### src/rtl/dma_pkg.sv
// Shared definitions for the dma_copy engine: register map, control/status bit
// positions, FSM encoding and the byte-lane merge used by the register file.
package dma_pkg;

    localparam logic [9:0] DMA_SRC    = 10'h000;
    localparam logic [9:0] DMA_DST    = 10'h004;
    localparam logic [9:0] DMA_LEN    = 10'h008;
    localparam logic [9:0] DMA_CTRL   = 10'h00C;
    localparam logic [9:0] DMA_STATUS = 10'h010;

    localparam int CTRL_START  = 0;
    localparam int CTRL_IRQ_EN = 1;
    localparam int CTRL_ABORT  = 2;

    localparam int STAT_BUSY = 0;
    localparam int STAT_DONE = 1;
    localparam int STAT_ERR  = 2;

    typedef enum logic [2:0] {
        IDLE,
        RD_REQ,
        RD_WAIT,
        WR_REQ,
        WR_WAIT
    } dma_state_e;

    function automatic logic [31:0] be_merge(input logic [31:0] old,
                                             input logic [31:0] wd,
                                             input logic [3:0]  be);
        logic [31:0] r;
        r = old;
        for (int i = 0; i < 4; i++)
            if (be[i]) r[8*i +: 8] = wd[8*i +: 8];
        return r;
    endfunction

endpackage

### src/rtl/dma_regs.sv
// Register file for dma_copy: SRC/DST/LEN/CTRL/STATUS, one-cycle response timing,
// byte-lane writes, W1C status bits and the registered interrupt.
module dma_regs
    import dma_pkg::*;
#(
    parameter int LenWidth = 16
) (
    input  logic                clk_i,
    input  logic                rst_ni,
    input  logic                req,
    input  logic                we,
    input  logic [3:0]          be,
    input  logic [9:0]          offset,
    input  logic [31:0]         wdata,
    output logic                rvalid,
    output logic [31:0]         rdata,
    output logic                err,
    input  logic                busy,
    input  logic                done_set,
    input  logic                err_set,
    output logic [31:0]         src,
    output logic [31:0]         dst,
    output logic [LenWidth-1:0] len,
    output logic                start,
    output logic                abort,
    output logic                intr
);

    logic        hit, wr, ctrl_wr, stat_wr;
    logic        irq_en, done_q, err_q;
    logic [31:0] len_merged, rd_mux;
    logic        unused_len;

    assign hit     = offset inside {DMA_SRC, DMA_DST, DMA_LEN, DMA_CTRL, DMA_STATUS};
    assign wr      = req & we & hit;
    assign ctrl_wr = wr && (offset == DMA_CTRL) && be[0];
    assign stat_wr = wr && (offset == DMA_STATUS) && be[0];
    // A START seen while busy is dropped entirely, including its DONE/ERR clear.
    assign start   = ctrl_wr && wdata[CTRL_START] && !busy;
    assign abort   = ctrl_wr && wdata[CTRL_ABORT];

    assign len_merged = be_merge(32'(len), wdata, be);
    assign unused_len = ^len_merged;

    always_comb begin
        rd_mux = '0;
        case (offset)
            DMA_SRC:    rd_mux = src;
            DMA_DST:    rd_mux = dst;
            DMA_LEN:    rd_mux = 32'(len);
            DMA_CTRL:   rd_mux[CTRL_IRQ_EN] = irq_en;
            DMA_STATUS: begin
                rd_mux[STAT_BUSY] = busy;
                rd_mux[STAT_DONE] = done_q;
                rd_mux[STAT_ERR]  = err_q;
            end
            default:    rd_mux = '0;
        endcase
    end

    always_ff @(posedge clk_i or negedge rst_ni) begin
        if (!rst_ni) begin
            rvalid <= 1'b0;
            rdata  <= '0;
            err    <= 1'b0;
            src    <= '0;
            dst    <= '0;
            len    <= '0;
            irq_en <= 1'b0;
            done_q <= 1'b0;
            err_q  <= 1'b0;
            intr   <= 1'b0;
        end else begin
            rvalid <= req;
            err    <= req & ~hit;
            rdata  <= (req && !we) ? rd_mux : '0;

            if (wr && !busy) begin
                if (offset == DMA_SRC) src <= be_merge(src, wdata, be) & 32'hFFFF_FFFC;
                if (offset == DMA_DST) dst <= be_merge(dst, wdata, be) & 32'hFFFF_FFFC;
                if (offset == DMA_LEN) len <= len_merged[LenWidth-1:0];
            end
            if (ctrl_wr) irq_en <= wdata[CTRL_IRQ_EN];

            // Hardware set has priority over both START-clear and W1C.
            done_q <= done_set | (done_q & ~start & ~(stat_wr & wdata[STAT_DONE]));
            err_q  <= err_set  | (err_q  & ~start & ~(stat_wr & wdata[STAT_ERR]));
            intr   <= irq_en & (done_q | err_q);
        end
    end

endmodule

### src/rtl/dma_copy.sv
// Word-granular memory-to-memory copy engine: register slave port plus a bus master
// that performs one read then one write per word.
module dma_copy
    import dma_pkg::*;
#(
    parameter int DataWidth    = 32,
    parameter int AddressWidth = 32,
    parameter int LenWidth     = 16
) (
    input  logic                    clk_i,
    input  logic                    rst_ni,
    input  logic                    dev_req_i,
    input  logic                    dev_we_i,
    input  logic [3:0]              dev_be_i,
    input  logic [AddressWidth-1:0] dev_addr_i,
    input  logic [DataWidth-1:0]    dev_wdata_i,
    output logic                    dev_rvalid_o,
    output logic [DataWidth-1:0]    dev_rdata_o,
    output logic                    dev_err_o,
    output logic                    host_req_o,
    input  logic                    host_gnt_i,
    output logic [AddressWidth-1:0] host_addr_o,
    output logic                    host_we_o,
    output logic [3:0]              host_be_o,
    output logic [DataWidth-1:0]    host_wdata_o,
    input  logic                    host_rvalid_i,
    input  logic [DataWidth-1:0]    host_rdata_i,
    input  logic                    host_err_i,
    output logic                    dma_intr_o
);

    dma_state_e              state;
    logic [AddressWidth-1:0] cur_src, cur_dst;
    logic [LenWidth-1:0]     cnt, len;
    logic [31:0]             src, dst;
    logic                    abort_pend, start, abort, busy, done_set, err_set;
    logic                    unused_addr;

    assign unused_addr = ^dev_addr_i[AddressWidth-1:10];
    assign busy        = (state != IDLE);
    assign done_set    = (state == IDLE && start && len == '0) ||
                         (state == WR_WAIT && host_rvalid_i && !host_err_i && cnt == LenWidth'(1));
    assign err_set     = (state == RD_WAIT || state == WR_WAIT) && host_rvalid_i && host_err_i;

    dma_regs #(.LenWidth(LenWidth)) u_regs (
        .clk_i    (clk_i),
        .rst_ni   (rst_ni),
        .req      (dev_req_i),
        .we       (dev_we_i),
        .be       (dev_be_i),
        .offset   (dev_addr_i[9:0]),
        .wdata    (dev_wdata_i),
        .rvalid   (dev_rvalid_o),
        .rdata    (dev_rdata_o),
        .err      (dev_err_o),
        .busy     (busy),
        .done_set (done_set),
        .err_set  (err_set),
        .src      (src),
        .dst      (dst),
        .len      (len),
        .start    (start),
        .abort    (abort),
        .intr     (dma_intr_o)
    );

    always_ff @(posedge clk_i or negedge rst_ni) begin
        if (!rst_ni) begin
            state        <= IDLE;
            cur_src      <= '0;
            cur_dst      <= '0;
            cnt          <= '0;
            abort_pend   <= 1'b0;
            host_req_o   <= 1'b0;
            host_we_o    <= 1'b0;
            host_addr_o  <= '0;
            host_be_o    <= 4'h0;
            host_wdata_o <= '0;
        end else begin
            host_be_o <= 4'hF;
            if (abort && state != IDLE) abort_pend <= 1'b1;
            case (state)
                IDLE: begin
                    abort_pend <= 1'b0;
                    if (start && len != '0) begin
                        cur_src     <= AddressWidth'(src);
                        cur_dst     <= AddressWidth'(dst);
                        cnt         <= len;
                        host_req_o  <= 1'b1;
                        host_we_o   <= 1'b0;
                        host_addr_o <= AddressWidth'(src);
                        state       <= RD_REQ;
                    end
                end
                RD_REQ: begin
                    // An ungranted read can be withdrawn; nothing is in flight yet.
                    if (host_gnt_i) begin
                        host_req_o <= 1'b0;
                        state      <= RD_WAIT;
                    end else if (abort_pend || abort) begin
                        host_req_o <= 1'b0;
                        abort_pend <= 1'b0;
                        state      <= IDLE;
                    end
                end
                RD_WAIT: begin
                    if (host_rvalid_i) begin
                        if (host_err_i) begin
                            abort_pend <= 1'b0;
                            state      <= IDLE;
                        end else begin
                            host_wdata_o <= host_rdata_i;
                            host_req_o   <= 1'b1;
                            host_we_o    <= 1'b1;
                            host_addr_o  <= cur_dst;
                            state        <= WR_REQ;
                        end
                    end
                end
                WR_REQ: begin
                    if (host_gnt_i) begin
                        host_req_o <= 1'b0;
                        state      <= WR_WAIT;
                    end
                end
                WR_WAIT: begin
                    if (host_rvalid_i) begin
                        if (host_err_i) begin
                            abort_pend <= 1'b0;
                            state      <= IDLE;
                        end else begin
                            cur_src <= cur_src + AddressWidth'(4);
                            cur_dst <= cur_dst + AddressWidth'(4);
                            cnt     <= cnt - LenWidth'(1);
                            if (cnt == LenWidth'(1) || abort_pend || abort) begin
                                abort_pend <= 1'b0;
                                state      <= IDLE;
                            end else begin
                                host_req_o  <= 1'b1;
                                host_we_o   <= 1'b0;
                                host_addr_o <= cur_src + AddressWidth'(4);
                                state       <= RD_REQ;
                            end
                        end
                    end
                end
                default: state <= IDLE;
            endcase
        end
    end

endmodule

### config.mk
export PLATFORM = sky130hd
export DESIGN_NAME = dma_copy
export DESIGN_NICKNAME = d
export VERILOG_FILES = /design/src/rtl/dma_pkg.sv /design/src/rtl/dma_regs.sv /design/src/rtl/dma_copy.sv
export SDC_FILE = /design/constraint.sdc
export NUM_CORES = 1
export LEC_CHECK = 0
export BUFFER_PORTS_ARGS = -buffer_cell sky130_fd_sc_hd__buf_2
export CAP_MARGIN = 40
export CORE_MARGIN = 1
export CORE_UTILIZATION = 53
export CTS_CLUSTER_SIZE = 28
export DETAILED_ROUTE_END_ITERATION = 6
export HOLD_SLACK_MARGIN = 0.12
export PLACE_DENSITY_LB_ADDON = 0.2
export SLEW_MARGIN = 20
export SYNTH_ARGS = -nofsm -noshare
export SYNTH_HDL_FRONTEND = slang
export SYNTH_SLANG_ARGS = --single-unit
### constraint.sdc
create_clock -name clk_i -period 2.6 [get_ports clk_i]
set_input_delay 0.78 -clock clk_i [delete_from_list [all_inputs] [get_ports clk_i]]
set_output_delay 0.78 -clock clk_i [all_outputs]
set_load 0.05 [all_outputs]
# [Word level (Yosys, flattened, before mapping)]
# Index checks and enable logic that the tools add are counted.
[word_totals] reg_bits=265 in_bits=107 elab_cells=172
[op_classes] n_addsub=3 eq_ne=17 n_mux=57 n_bitwise=18 reduce_logical=50
[op_table] operator="$mux W32" count=12
[op_table] operator="$pmux W32 S2" count=2
[op_table] operator="$pmux W32 S3" count=1
[op_table] operator="$pmux W29 S3" count=1
[op_table] operator="$add A32 B3 Y32 const B" count=2
[op_table] operator="$mux W16" count=3
[op_table] operator="$reduce_and A3 Y1" count=11
[op_table] operator="$pmux W16 S2" count=1
[op_table] operator="$mux W1" count=23
[op_table] operator="$eq A10 B4 Y1 const B" count=2
[op_table] operator="$logic_and A1 B1 Y1" count=18
[op_table] operator="$mux W3" count=6
[op_table] operator="$eq A16 B1 Y1 const B" count=1
[op_table] operator="$logic_not A16 Y1" count=1
[op_table] operator="$reduce_bool A16 Y1" count=1
[op_table] operator="$sub A16 B1 Y16 const B" count=1
[op_table] operator="$pmux W3 S5" count=1
[op_table] operator="$ne A2 B2 Y1 const B" count=6
[op_table] operator="$and A1 B1 Y1" count=10
[op_table] operator="$eq A10 B3 Y1 const B" count=1
[op_table] operator="$eq A10 B5 Y1 const B" count=1
[op_table] operator="$logic_not A10 Y1" count=1
[op_table] operator="$reduce_bool A5 Y1" count=2
[op_table] operator="$reduce_and A9 Y1" count=1
[op_table] operator="20 further kinds" count=36

# [Longest topological paths before layout]
# Gate-level depths: netlist (run 1).
[logic_depth] word_depth=12 depth_mapped=10 mapped_depth_nobuf=8

# [Hierarchy]
# From an unflattened synthesis (run 1), not the netlist that was laid out.
[hier_totals] cells_unflattened=1322 area_unflattened_um2=13490.4
[modules_own_cells] mod="dma_copy" instances=1 cells_per_inst=943 area_per_inst_um2=8709.6
[modules_own_cells] mod="dma_regs" instances=1 cells_per_inst=379 area_per_inst_um2=4780.8

# [Least setup slack after synthesis (run 1)]
# No wires, ideal clock.
[synth_path] path_type="input -> register" from="input port dev_addr_i[9]" to="register u_regs.len[0]" t_arrival_ps=2303 path_slack_ps=172 path_stages=5 path_buffers=0 path_cell_list="nor4_4 > and2_1 > nand3b_1 > nor3_2 > mux2_2"
[synth_between] elab_chain_len=5 elab_cells_between_ends=9
[synth_lines] item="from (decl)" line_no="dma_copy.sv:15" rtl="input logic [AddressWidth-1:0] dev_addr_i,"
[synth_lines] item="$eq A10 B3 Y1, or another cell as far along" line_no="dma_regs.sv:34" rtl="assign hit = offset inside {DMA_SRC, DMA_DST, DMA_LEN, DMA_CTRL, DMA_STATUS};"
[synth_lines] item="$reduce_bool A5 Y1" line_no="dma_regs.sv:34"
[synth_lines] item="$and A1 B1 Y1" line_no="dma_regs.sv:35" rtl="assign wr = req & we & hit;"
[synth_lines] item="$logic_and A1 B1 Y1" line_no="dma_regs.sv:78" rtl="if (wr && !busy) begin"
[synth_lines] item="$reduce_and A3 Y1 (no line) (*)"
[synth_lines] item="to (signal assigned)" line_no="dma_regs.sv:81" rtl="if (offset == DMA_LEN) len <= len_merged[LenWidth-1:0];"
[synth_lines] item="to (decl)" line_no="dma_regs.sv:23" rtl="output logic [LenWidth-1:0] len,"
# Every way passes the cells marked *; elsewhere a longest branch is shown, timed or not.
# A chain may end at the register's enable or synchronous reset.

# [Final worst setup path (run 1)]
[layout_path] from="register u_regs.len[12]" to="register host_addr_o[3]"
[layout_between] elab_chain_len=4
[layout_lines] item="$reduce_bool A16 Y1" line_no="dma_copy.sv:85" rtl="if (start && len != '0) begin"
[layout_lines] item="$logic_and A1 B1 Y1" line_no="dma_copy.sv:85"
[layout_lines] item="$ne A2 B1 Y1 (no line)"
[layout_lines] item="$reduce_and A7 Y1 (no line)"
[layout_lines] item="to (signal assigned)" line_no="dma_copy.sv:91" rtl="host_addr_o <= AddressWidth'(src);"
[layout_lines] item="to (signal assigned)" line_no="dma_copy.sv:115" rtl="host_addr_o <= cur_dst;"
[layout_lines] item="to (signal assigned)" line_no="dma_copy.sv:141" rtl="host_addr_o <= cur_src + AddressWidth'(4);"
[layout_lines] item="to (decl)" line_no="dma_copy.sv:22" rtl="output logic [AddressWidth-1:0] host_addr_o,"
# Every way passes these cells.

==> results of run 1 <==
-- final cells by class --
class                           count  area (µm²)
Fill cell                        1963        8307
Clock buffer                       39       802.0
Tap cell                          324       405.4
Multi-Input combinational cell    950        6113
Sequential cell                   260        6506
Clock inverter                     13       209.0
Timing Repair Buffer              275        1789
Inverter                           12       45.04
-- critical path: stages (launching register included) --
cell and delay (ns):
dfrtp_1 0.41, nor4_1 0.52, and4_1 0.40, o21ai_0 0.13, buf_4 0.16, o211ai_4 0.09
buf_12 0.21, mux2_2 0.35
-- worst min-delay path by stage --
stage	start	endpoint	slack [ns]	cells after the start
global route	rst_ni	host_addr_o[25]	0.17	1
detailed placement	host_addr_o[2]	host_addr_o[2]	0.46	2
CTS	rst_ni	cur_src[19]	0.15	1
floorplan	cnt[6]	cnt[6]	0.47	2
global placement	host_addr_o[26]	host_addr_o[26]	0.46	2
finish	rst_ni	host_addr_o[27]	0.15	1
-- registers in the layout, indices dropped and copies added (netlist names), 3 cells and up --
signal,cells
u_regs.src,30
cnt,16
u_regs.len,16
u_regs.rdata,32
host_wdata_o,32
cur_dst,30
state,3
u_regs.dst,30
cur_src,30
host_addr_o,31
-- metal layers --
metal / GRT usage, % / up-vias / wire (µm) / part of all wire, %
met3: 3.370 / 70 / 1989 / 5.6
met5: 0 / - / 0 / 0
li1: - / 5253 / - / -
met1: 38.26 / 5451 / 15120 / 43
met2: 47.35 / 391 / 17270 / 49
met4: 9.135 / 0 / 1088 / 3.1
-- where the power goes --
group | switching, W | internal (W)
clock | 0.00166 | 0.00265
sequential | 0.000897 | 0.00498
combinational | 0.00377 | 0.00189
-- through the flow --
step | total power, W | cells
2_1_floorplan | 0.009732 | 1314
3_3_place_gp | 0.01141 | 1821
3_5_place_dp | 0.01156 | 1821
4_1_cts | 0.01591 | 1873
5_1_grt | 0.01664 | 1873
6_report | 0.01585 | 1873
-- placed cells by master (no fill, tap or decap), types with 6 or more instances in the layout --
| cell | synthesis | final |
|---|---|---|
| dfrtp_1 | 260 | 260 |
| buf_2 | 24 | 188 |
| nand2_1 | 133 | 133 |
| a21oi_1 | 132 | 132 |
| nor2_1 | 116 | 116 |
| mux2_2 | 103 | 103 |
| o21ai_0 | 94 | 93 |
| buf_4 | 4 | 71 |
| nand3_1 | 40 | 39 |
| o22ai_1 | 35 | 35 |
| mux2i_1 | 30 | 30 |
| clkbuf_16 | 0 | 28 |
| nand4_1 | 26 | 26 |
| xnor2_1 | 21 | 21 |
| nor3_1 | 20 | 20 |
| a22o_1 | 18 | 18 |
| a222oi_1 | 17 | 17 |
| buf_12 | 0 | 15 |
| a22oi_1 | 14 | 14 |
| inv_1 | 12 | 12 |
| nor4_1 | 11 | 11 |
| and3_1 | 10 | 10 |
| a31oi_1 | 9 | 9 |
| and2_1 | 8 | 8 |
| and4_1 | 8 | 8 |
| mux2_1 | 7 | 7 |
| o211ai_1 | 6 | 6 |
| o32ai_1 | 6 | 6 |
| o22a_1 | 6 | 6 |
| o2bb2ai_1 | 6 | 6 |
| clkbuf_8 | 0 | 6 |
-- cells by family (layout without fill, tap and decap cells) --
family,Yosys count,count (layout),share of synthesized area (%)
AND/OR/NAND/NOR,407,407,15.11
AO/OA/AOI/OAI,372,372,17.62
flip-flops,260,260,49.95
multiplexers,140,140,11.81
buffers and inverters,104,339,3.352
XOR/XNOR,26,26,1.748
adder cells (fa/ha/maj),4,4,0.3842
other,1,1,0.02879
==> flow_metrics.env, run 1 <==
export IMPL_yosysTopAreaCell="dfrtp_1"
export IMPL_grt_max_degree=64
export IMPL_postRouteAntennaNets=0
export IMPL_drive_above_1_share_pct=28.92
export IMPL_drt_iter0_markers=1045
export IMPL_tightest_slew_ns=0.5743
export IMPL_yosysWarningCount=0
export IMPL_fin_crit_ns=2.409
export IMPL_area_growth_pct=21.83
export IMPL_synth_edf_count=0
export IMPL_seq_area_frac_synth_pct=49.95
export IMPL_nets=1638
export IMPL_critPathKind="reg -> reg"
export IMPL_design_area_um2=15870
export IMPL_outcome="finished, final reports clean"
export IMPL_reg2reg_slack_ns=0.19
export IMPL_syn_area_um2=13030
export IMPL_max_cap_viol_count=0
export IMPL_p_leak_nw=7.383
export IMPL_maxSlewViolCount=0
export IMPL_min_path_type="in -> async"
export IMPL_detail_route_wl_per_cell_um=18.94
export IMPL_dieArea_um2=25210
export IMPL_max_vdd_ir_drop_uv=806.5
export IMPL_postSynth_asyncResetShare_pct=100.0
export IMPL_ys_types=69
export IMPL_reg2reg_depth=7
export IMPL_postCtsSetupRepairBufs=0
export IMPL_overflow=0
export IMPL_die_y_um=158.8
export IMPL_maxSlewHeadroom_pct=61.71
export IMPL_synth_top_area_share_pct=49.95
export IMPL_worstPathRequired_ns=3.03
export IMPL_holdWs_ns=0.1548
export IMPL_worst_slack_ns=0.1913
export IMPL_dpl_worst_slack_ns=-0.1260
export IMPL_r2r_end="host_addr_o[3]"
export IMPL_crit_path_end_kind="flip-flop"
export IMPL_cts_sinks=260
export IMPL_synthTopCellsByCount="260 x dfrtp_1, 133 x nand2_1, 132 x a21oi_1, 116 x nor2_1, 103 x mux2_2"
export IMPL_setup_viol=0
export IMPL_ys_flop_type="dfrtp_1"
export IMPL_finalHoldViolCount=0
export IMPL_drt_pass1_iterations=6
export IMPL_synth_nets=1425
export IMPL_synthTopCellsByArea="dfrtp_1 50%, mux2_2 8.9%, a21oi_1 5.1%"
export IMPL_vias_per_cell=5.961
export IMPL_cts_tree="yes"
export IMPL_ys_ff_latch=260
export IMPL_core_um2=24180
export IMPL_wirelength_mm=35.47
export IMPL_htreeDepth=1
export IMPL_place_gp_congestion=0.8873
export IMPL_avgSynthCellArea_um2=9.913
export IMPL_fin_worst_skew_ns=0.01706
export IMPL_cp_arrival_ns=2.84
export IMPL_die_x_um=158.8
export IMPL_post_route_period_util_pct=92.64
export IMPL_cp_startpoint="u_regs.len[12]"
export IMPL_fin_tns_setup_ns=0
export IMPL_fin_util_pct=65.64
export IMPL_grt_pass1_vias=10861
export IMPL_critPathMaxFanout=34
export IMPL_antenna_found_initial=0
export IMPL_ctsResizeCount=0
export IMPL_clkSlewWorstSetupHoldPaths_ns=0.06
export IMPL_diodes=0
export IMPL_rows=57
export IMPL_start_util_pct=53.88
export IMPL_powerDensity_nw_per_um2=998.6
export IMPL_critPathLaunchType="flip-flop"
export IMPL_fmax_ghz=0.4152
export IMPL_cts_root_buf="clkbuf_16"
export IMPL_port_buffers=189
export IMPL_syn_inst=1314
export IMPL_hold_buffers=0
export IMPL_r2r_start="u_regs.len[12]"
export IMPL_grt_util_all_layers_pct=28.27
export IMPL_synth_most_common_cell="dfrtp_1"
export IMPL_io_pins=212
export IMPL_place_hpwl_mm=25.23
export IMPL_worstSkewPairLatency_ns=0.55
export IMPL_placed_cell_area_um2=14860
export IMPL_grt_pass1_wl_mm=57.81
export IMPL_cts_buffers=28
export IMPL_endpoint="host_addr_o[3]"
export IMPL_route_vias_total=11165
export IMPL_clockBufferDepth=3
export IMPL_drcViolationCount=0
export IMPL_rsz0062_at_grt="false"
Power figures use the tool's default switching activity.
==> run 2: changes to the inputs <==
==> constraint.sdc (replaced) <==
create_clock -name clk_i -period 3.05 [get_ports clk_i]
set_input_delay 0.1525 -clock clk_i [delete_from_list [all_inputs] [get_ports clk_i]]
set_output_delay 0.1525 -clock clk_i [all_outputs]
set_load 0.05 [all_outputs]
==> run 2 against run 1 <==
Against the previous run: combinational power down 16%; sequential power decreased by 14%; utilization increased by 0.82 points; critical endpoint is now u_regs.dst[25]; via count rose by 2.0%; clock-buffer cell count up 1; flip-flop and latch count stayed put; first-iteration DRC count fell by 5.0%; global-route usage rose by 0.76 points; fmax is 14% lower; largest power group unchanged; hold slack got worse by 0.022 ns; die area did not move.
==> flow_metrics.env, run 2 (synthesis results as in run 1) <==
export IMPL_maxSlewHeadroom_pct=54.36
export IMPL_overflow=0
export IMPL_reg2reg_slack_ns=0.25
export IMPL_nets=1663
export IMPL_place_gp_congestion=0.9067
export IMPL_endpoint="u_regs.dst[25]"
export IMPL_crit_buf_inv=1
export IMPL_r2r_end="u_regs.dst[25]"
export IMPL_antenna_found_initial=0
export IMPL_max_cap_viol_count=0
export IMPL_post_route_period_util_pct=91.65
export IMPL_setup_viol=0
export IMPL_grt_util_all_layers_pct=29.04
export IMPL_fmax_ghz=0.3577
export IMPL_grt_pass1_vias=11027
export IMPL_maxSlewViolCount=0
export IMPL_route_vias_total=11387
export IMPL_reg2reg_depth=6
export IMPL_cts_sinks=260
export IMPL_grt_pass1_wl_mm=59.06
export IMPL_die_x_um=158.8
export IMPL_drt_pass1_iterations=6
export IMPL_dpl_worst_slack_ns=0.5318
export IMPL_outcome="finished, final reports clean"
export IMPL_worstPathCellList="nor3_2, nand4_2, nor3b_4, nand2_2, mux2_1, dlygate4sd3_1"
export IMPL_postRouteAntennaNets=0
export IMPL_cp_depth=6
export IMPL_fin_worst_skew_ns=0.009445
export IMPL_wirelength_mm=36.72
export IMPL_diodes=0
export IMPL_io_pins=212
export IMPL_worstPathRequired_ns=3.48
export IMPL_layout_common_cells="260 x dfrtp_1, 188 x buf_2, 133 x nand2_1"
export IMPL_min_path_type="in -> reg"
export IMPL_place_hpwl_mm=24.50
export IMPL_fin_crit_ns=2.795
export IMPL_drive_above_1_share_pct=25.08
export IMPL_cp_arrival_ns=3.22
export IMPL_core_um2=24180
export IMPL_start_util_pct=53.88
export IMPL_worst_path_largest_cell_delay_ns=0.57
export IMPL_powerDensity_nw_per_um2=824.0
export IMPL_cp_startpoint="state[1]"
export IMPL_worst_slack_ns=0.2547
export IMPL_reg_largest_list="host_wdata_o (32), u_regs.rdata (32), host_addr_o (31)"
export IMPL_port_buffers=189
export IMPL_worstSkewPairLatency_ns=0.55
export IMPL_rsz0062_at_grt="false"
export IMPL_dieArea_um2=25210
export IMPL_design_area_um2=16070
export IMPL_r2r_start="state[1]"
export IMPL_final_common_cell="dfrtp_1"
export IMPL_drt_iter0_markers=993
export IMPL_die_y_um=158.8
export IMPL_vias_per_cell=5.996
export IMPL_htreeDepth=1
export IMPL_finalHoldViolCount=0
export IMPL_critPathKind="reg -> reg"
export IMPL_area_growth_pct=23.36
export IMPL_clockBufferDepth=3
export IMPL_detail_route_wl_per_cell_um=19.34
export IMPL_path_delay_family="simple AND/OR/NAND/NOR gates"
export IMPL_fin_tns_setup_ns=0
export IMPL_p_leak_nw=7.368
export IMPL_critPathSlowestCell="dlygate4sd3_1"
export IMPL_tightest_slew_ns=0.6809
export IMPL_critPathMaxFanout=8
export IMPL_max_vdd_ir_drop_uv=715.3
export IMPL_cts_tree="yes"
export IMPL_grt_max_degree=170
export IMPL_cts_root_buf="clkbuf_16"
export IMPL_cts_buffers=29
export IMPL_crit_path_end_kind="flip-flop"
export IMPL_placed_cell_area_um2=14320
export IMPL_rows=57
export IMPL_critPathLaunchType="flip-flop"
export IMPL_drcViolationCount=0
export IMPL_clkSlewWorstSetupHoldPaths_ns=0.06
==> run 2: how the worst min path moves through the flow <==
stage                            from         endpoint  slack [ns]  cells past startpoint
final                     dev_be_i[1]   u_regs.dst[13]        0.13                      3
after global routing      dev_be_i[1]   u_regs.dst[13]        0.14                      3
after CTS                 dev_be_i[1]   u_regs.dst[13]        0.12                      3
after detailed placement       rst_ni  host_addr_o[15]        0.17                      1
after global placement         rst_ni  host_addr_o[15]        0.17                      1
after floorplan                rst_ni       abort_pend       -0.14                      0
==> run 2: per-layer routing <==
metal,routed length [µm],part of all wire [%],vias up,track usage [%]
li1,-,-,5298,-
met1,15490,42,5577,38.97
met2,17980,49,438,48.03
met3,2080,5.7,74,3.579
met4,1165,3.2,0,11.34
met5,0,0,-,0
==> run 2: area by class of cell <==
class	count	area [µm²]
fillers	1876	8108
flip-flops and latches	260	6506
multi-input cells	950	6118
repair buffers	299	2042
clock buffers	40	817.0
well taps	324	405.4
clock inverters	14	135.1
inverters	12	45.04
==> run 2: per-stage QoR <==
| stage | instances | power (W) | utilization, % | hold WS, ns |
|---|---|---|---|---|
| after CTS | 1899 | 0.01323 | 66.44 | 0.1237 |
| after detailed placement | 1766 | 0.009653 | 59.24 | 0.1741 |
| final | 1899 | 0.01324 | 66.46 | 0.1327 |
| after floorplan | 1314 | 0.008296 | - | -0.1431 |
| after global routing | 1899 | 0.01388 | 66.46 | 0.1411 |
| after global placement | 1766 | 0.009523 | 59.24 | 0.1748 |
==> run 2: tightest hold or removal path, delay by kind of cell <==
kind,cells,cell delay [ns]
AND/OR/NAND/NOR,1,0.18
multiplexers,1,0.19
buffers and inverters,1,0.12
==> run 2: power breakdown <==
group / internal, W / switching (W)
Combinational: 0.00150 / 0.00325
Clock: 0.00204 / 0.00143
Sequential: 0.00425 / 0.000781
==> run 2: what timing repair did <==
item                                   CTS  global route
endpoints found under the hold margin  222             0
buffers inserted                         0             0
setup endpoints to repair                0             1
hold buffers                            79             0
resized for setup                        0             1
